### config.mk
export PLATFORM = sky130hd
export DESIGN_NAME = ntm_scalar_stream_summation
export DESIGN_NICKNAME = d
export VERILOG_FILES = /design/src/rtl/ntm_scalar_summation_pkg.sv /design/src/rtl/ntm_scalar_adder_core.sv /design/src/rtl/ntm_scalar_stream_summation.sv
export SDC_FILE = /design/constraint.sdc
export NUM_CORES = 1
export LEC_CHECK = 0
export BUFFER_PORTS_ARGS = -buffer_cell sky130_fd_sc_hd__buf_4
export CAP_MARGIN = 15
export CORE_MARGIN = 2
export CORE_UTILIZATION = 49
export CTS_CLUSTER_SIZE = 14
export DETAILED_ROUTE_END_ITERATION = 8
export GPL_ROUTABILITY_DRIVEN = 0
export GPL_TIMING_DRIVEN = 0
export PLACE_DENSITY = 0.73
export SETUP_SLACK_MARGIN = 0.2
export SYNTH_ARGS = -nofsm -noshare
export SYNTH_HDL_FRONTEND = slang
export SYNTH_SLANG_ARGS = --single-unit
### constraint.sdc
create_clock -name clk -period 2.15 [get_ports clk]
set_clock_uncertainty 0.15 [all_clocks]
set_input_delay 0.43 -clock clk [delete_from_list [all_inputs] [get_ports clk]]
set_output_delay 0.43 -clock clk [all_outputs]
set_load 0.01 [all_outputs]
### src/rtl/ntm_scalar_summation_pkg.sv
// ntm_scalar_summation_pkg: state encoding and default widths for the scalar stream summation block.
package ntm_scalar_summation_pkg;
  localparam int DEF_DATA_SIZE = 16;
  localparam int DEF_CONTROL_SIZE = 8;
  typedef enum logic [1:0] {IDLE, ACCUM, DONE} state_t;
endpackage

### src/rtl/ntm_scalar_adder_core.sv
// ntm_scalar_adder_core: DATA_SIZE-wide unsigned add with carry-out.
// With NTM_SCALAR_SUMMATION_SATURATE_EN defined, a carrying add clamps to all-ones.
module ntm_scalar_adder_core
  import ntm_scalar_summation_pkg::*;
#(
  parameter int DATA_SIZE = DEF_DATA_SIZE
) (
  input  logic [DATA_SIZE-1:0] a_i,
  input  logic [DATA_SIZE-1:0] b_i,
  output logic [DATA_SIZE-1:0] sum_o,
  output logic                 carry_o
);
  logic [DATA_SIZE:0] full;
  assign full = {1'b0, a_i} + {1'b0, b_i};
  assign carry_o = full[DATA_SIZE];
`ifdef NTM_SCALAR_SUMMATION_SATURATE_EN
  assign sum_o = full[DATA_SIZE] ? '1 : full[DATA_SIZE-1:0];
`else
  assign sum_o = full[DATA_SIZE-1:0];
`endif
endmodule

### src/rtl/ntm_scalar_stream_summation.sv
// ntm_scalar_stream_summation: sums a stream of length_in unsigned operands with a sticky overflow flag.
// Overflow handling (wrap or clamp) is selected by NTM_SCALAR_SUMMATION_SATURATE_EN in the adder core.
module ntm_scalar_stream_summation
  import ntm_scalar_summation_pkg::*;
#(
  parameter int DATA_SIZE    = DEF_DATA_SIZE,
  parameter int CONTROL_SIZE = DEF_CONTROL_SIZE
) (
  input  logic                    clk,
  input  logic                    rst,
  input  logic                    start,
  input  logic [CONTROL_SIZE-1:0] length_in,
  output logic                    ready,
  input  logic                    data_in_valid,
  output logic                    data_in_ready,
  input  logic [DATA_SIZE-1:0]    data_in,
  output logic [DATA_SIZE-1:0]    data_out,
  output logic                    done,
  output logic                    overflow
);
  state_t                  state_q, state_d;
  logic [DATA_SIZE-1:0]    acc_q, acc_d, sum;
  logic [CONTROL_SIZE-1:0] cnt_q, cnt_d, len_q, len_d, cnt_inc;
  logic                    ovf_q, ovf_d, carry, beat;
  ntm_scalar_adder_core #(.DATA_SIZE(DATA_SIZE)) u_add (
    .a_i    (acc_q),
    .b_i    (data_in),
    .sum_o  (sum),
    .carry_o(carry)
  );
  assign ready = state_q == IDLE;
  assign data_in_ready = state_q == ACCUM;
  assign done = state_q == DONE;
  assign data_out = acc_q;
  assign overflow = ovf_q;
  assign beat = data_in_ready && data_in_valid;
  assign cnt_inc = cnt_q + CONTROL_SIZE'(1);
  always_comb begin
    state_d = state_q;
    acc_d = acc_q;
    cnt_d = cnt_q;
    len_d = len_q;
    ovf_d = ovf_q;
    if (ready && start) begin
      len_d = length_in;
      acc_d = '0;
      cnt_d = '0;
      ovf_d = 1'b0;
      state_d = length_in == '0 ? DONE : ACCUM;
    end
    // comparing the incremented count against the length avoids any wrap at the maximum length
    if (beat) begin
      acc_d = sum;
      ovf_d = ovf_q | carry;
      cnt_d = cnt_inc;
      state_d = cnt_inc == len_q ? DONE : ACCUM;
    end
    if (done) state_d = IDLE;
  end
  always_ff @(posedge clk or negedge rst) begin
    if (!rst) begin
      state_q <= IDLE;
      acc_q <= '0;
      cnt_q <= '0;
      len_q <= '0;
      ovf_q <= 1'b0;
    end else begin
      state_q <= state_d;
      acc_q <= acc_d;
      cnt_q <= cnt_d;
      len_q <= len_d;
      ovf_q <= ovf_d;
    end
  end
endmodule
==> summary.md <==
| Metric | Value |
|---|---|
| Status | `finished with violations` |
| Failing checks | `negative setup slack` |
| Proportion of layout cells with a drive suffix above 1 | `42.4%` |
| Most frequent cells in the layout | `56 x buf_4, 33 x dfrtp_1, 25 x nand2_1` |
| GR Layer Usage met3 | `4.03%` |
| FF-to-FF Start | `data_out[0]` |
| Residual DRC | `0` |
| CTS tree | `done` |
| R2R Setup Slk | `-0.17 ns` |
| Setup violations, final | `7` |
| Clk Latency, worst-skew pair | `0.29 ns` |
| DP Worst Slack | `-0.588 ns` |
| # nets final | `356` |
| Clk pwr share | `12.5%` |
| Post-Syn Area | `2280 µm²` |
| Fin area | `3340 µm²` |
| Power Density | `1520 nW/µm²` |
| Clk slew on worst S/H paths | `0.08 ns` |
| Max-slew violation count | `0` |
| M2 GR Usage | `37.8%` |
| Initial Util | `51.6%` |
| Commonest non-fill, non-tap cell in the layout | `buf_4` |
| Max Freq | `431 MHz` |
| FF-to-FF End | `data_out[10]` |
| CTS Buf Count | `5` |
| Synth Area in Simple Gates | `14.0%` |
| Syn nets | `285` |
| Yosys warnings | `0` |
| Hold WS | `0.226 ns` |
| Largest net degree at the start of global routing | `36` |
| Number of global-route vias before repair | `2026` |
| RSZ-0062 raised after global routing | `true` |
| DP Area | `2820 µm²` |
| First-pass GRT wire length | `9290 µm` |
| Buffers on Ports | `47` |
| Max Root-Sink Buffers | `2` |
| WS Path Type | `reg -> reg` |
| Async set or reset register ratio after synthesis | `100%` |
| Relative slew margins | `63.1%` |
| Switch Pwr | `2170 µW` |
| WL per Instance | `16.7 µm` |
| VDD IR-drop max | `920 µV` |
| Sequential share of the synthesized area | `38.5%` |
| Clock sink count | `35` |
| HP Start | `length_in[5]` |
| Distinct cells, synth | `51` |
| Syn Area/Cell | `9.52 µm²` |
| Worst-path maximum fanout | `2` |
| Setup tns final | `-0.856 ns` |
| Via count | `2098` |
| Routed Antenna Nets | `0` |
| Power Internal | `2930 µW` |
| ANT cells | `0` |
| Synth Area in Compound Gates | `21.9%` |
| Std cell rows | `24` |
| Drt first-iter violations | `82` |
| Worst EP arrival | `2.33 ns` |
| CTS root buffer | `clkbuf_8` |
| Initial DRT Pass Iterations | `4` |
| WHS Path Cells | `2` |
| Final hold viol count | `0` |
| Switching Share | `42.5%` |
| Die width | `72.2 µm` |
| Layout Area Growth over Synthesis | `46.7%` |
| Synthesized-area fraction occupied by adder cells | `10.2%` |
| Max Cap Viol | `0` |
| Pleak | `0.00144 µW` |
| Crit path capture type | `register` |
| GR Layer Usage met1 | `29.7%` |
| Io pins | `48` |
| Power Total | `5090 µW` |
| Final Cycle Share | `108%` |
| EDFF count, synth | `0` |
| Total track usage | `22.8%` |
| Hold EP | `len_q[5]` |
| Req. time, crit path | `2.16 ns` |
| DR vias/cell | `5.78` |
| Main combinational cell family by area after synthesis | `compound AO/OA/AOI/OAI gates` |
| Core ar. | `4410 µm²` |
| DP HPWL | `3780 µm` |
| Synth Area in XOR/XNOR | `9.24%` |
| Fin crit period | `2.32 ns` |
| Mux contribution to synthesized area | `3.96%` |
| CTS H-tree depth | `2` |
| Combinational share of power | `63.5%` |
| Gr busiest metal | `met2` |
| Overflow after GRT | `0` |
| Worst setup margin | `-0.172 ns` |
| Primary FF master, synth | `dfrtp_1` |
| Synth Instances | `239` |
| DIE HEIGHT | `72.2 µm` |
| R2r worst-path depth | `11` |
| Routed WL | `6080 µm` |
| Startpoint Class | `register` |
| Antenna violations before repair | `0` |
| Worst-Margin Slew | `0.554 ns` |
| Synth Register Bits | `35` |
| Area of the die | `5210 µm²` |
| HP Class | `in -> reg` |
| Sequential Power Share | `24.0%` |
[Yosys cell counts (2+ instances only)]
cell | n | area share (%)
nand2b_1 | 2 | 0.55
dfrtp_1 | 35 | 38
and3_2 | 2 | 0.66
nand3_1 | 2 | 0.44
o31ai_1 | 4 | 1.3
clkbuf_1 | 5 | 0.82
ha_1 | 17 | 9.3
xor2_1 | 10 | 3.8
nor2b_1 | 2 | 0.55
nor2_1 | 15 | 2.5
a31oi_1 | 4 | 1.1
a21o_1 | 4 | 1.3
nor4_1 | 3 | 0.82
o21ai_0 | 30 | 6.6
mux2_2 | 8 | 4.0
inv_1 | 6 | 0.99
o31ai_2 | 2 | 1.1
nand3_2 | 2 | 0.88
o21ai_1 | 2 | 0.44
o21bai_1 | 2 | 0.66
o21a_1 | 2 | 0.66
nand2_1 | 26 | 4.3
a22o_1 | 2 | 0.77
xnor2_1 | 14 | 5.4
nor3_1 | 2 | 0.44
a21oi_1 | 11 | 2.4
[flip-flops by register name, indices dropped and copies added, names as in the netlist]
signal / cells
data_out: 16
cnt_q: 8
len_q: 8
state_q: 2
overflow: 1
[critical path, stage by stage, from the launching register on]
cell and delay, ns:
dfrtp_2 0.38, ha_4 0.13, inv_2 0.03, fa_2 0.32
and2b_2 0.25, o2111ai_4 0.14, buf_4 0.17, buf_6 0.11
a21oi_1 0.17, o22ai_1 0.10, xor2_1 0.14, o21ai_1 0.07
[per-layer routing]
metal | vias to the layer above | routed length, µm | part of all wire (%)
li1 | 1013 | - | -
met1 | 1024 | 2630 | 43
met2 | 52 | 3130 | 52
met3 | 9 | 238 | 3.9
met4 | 0 | 80 | 1.3
met5 | - | 0 | 0
[area by class of cell]
class | instances | area, µm²
flip-flops and latches | 35 | 878
inverters | 6 | 22.5
plain buffers | 7 | 32.5
fillers | 292 | 1080
multi-input cells | 191 | 1710
clock buffers | 6 | 82.6
well taps | 52 | 65.1
clock inverters | 2 | 35.0
repair buffers | 64 | 509
[power by group through the flow]
stage	Sequential, µW	Combinational, µW	Clock, µW
after floorplan	1260	1690	0
after global placement	1230	2360	0
after detailed placement	1250	2400	0
after CTS	1210	2840	637
after global routing	1260	3500	668
final	1220	3230	636
[cells by family (layout without fill, tap and decap cells)]
group	Yosys count	after routing
DFF	35	35
adders and majority gates	18	18
and+or+nand+nor	65	65
AOI/OAI and AO/OA	76	76
xor gates and xnor gates	24	24
muxes	8	8
buffers and inverters	13	85
[metrics by stage]
stage               utilization (%)  instances
global route                   75.6        363
finish                         75.6        363
floorplan                         -        239
detailed placement             63.8        338
CTS                            71.9        361
global placement               63.8        338
[worst max path at each step]
stage                 from            to  slack, ns  cells after the start
2_1_floorplan  data_out[0]  data_out[14]      -0.20                      9
3_3_place_gp    data_in[0]  data_out[14]      -0.54                     10
3_5_place_dp    data_in[0]  data_out[14]      -0.59                     10
4_1_cts        data_out[0]  data_out[14]      -0.25                      9
5_1_grt        data_out[0]  data_out[14]      -0.26                      9
6_report       data_out[0]  data_out[10]      -0.17                     11
[timing repair]
action,4_1_cts,5_1_grt
gates resized for setup,24,34
gates cloned,0,0
pin swaps,17,11
setup endpoints to repair,16,29
hold buffers,1,0
hold endpoints to repair,35,0
setup buffers,14,2
Note: power is estimated with default switching activity, not from simulation.
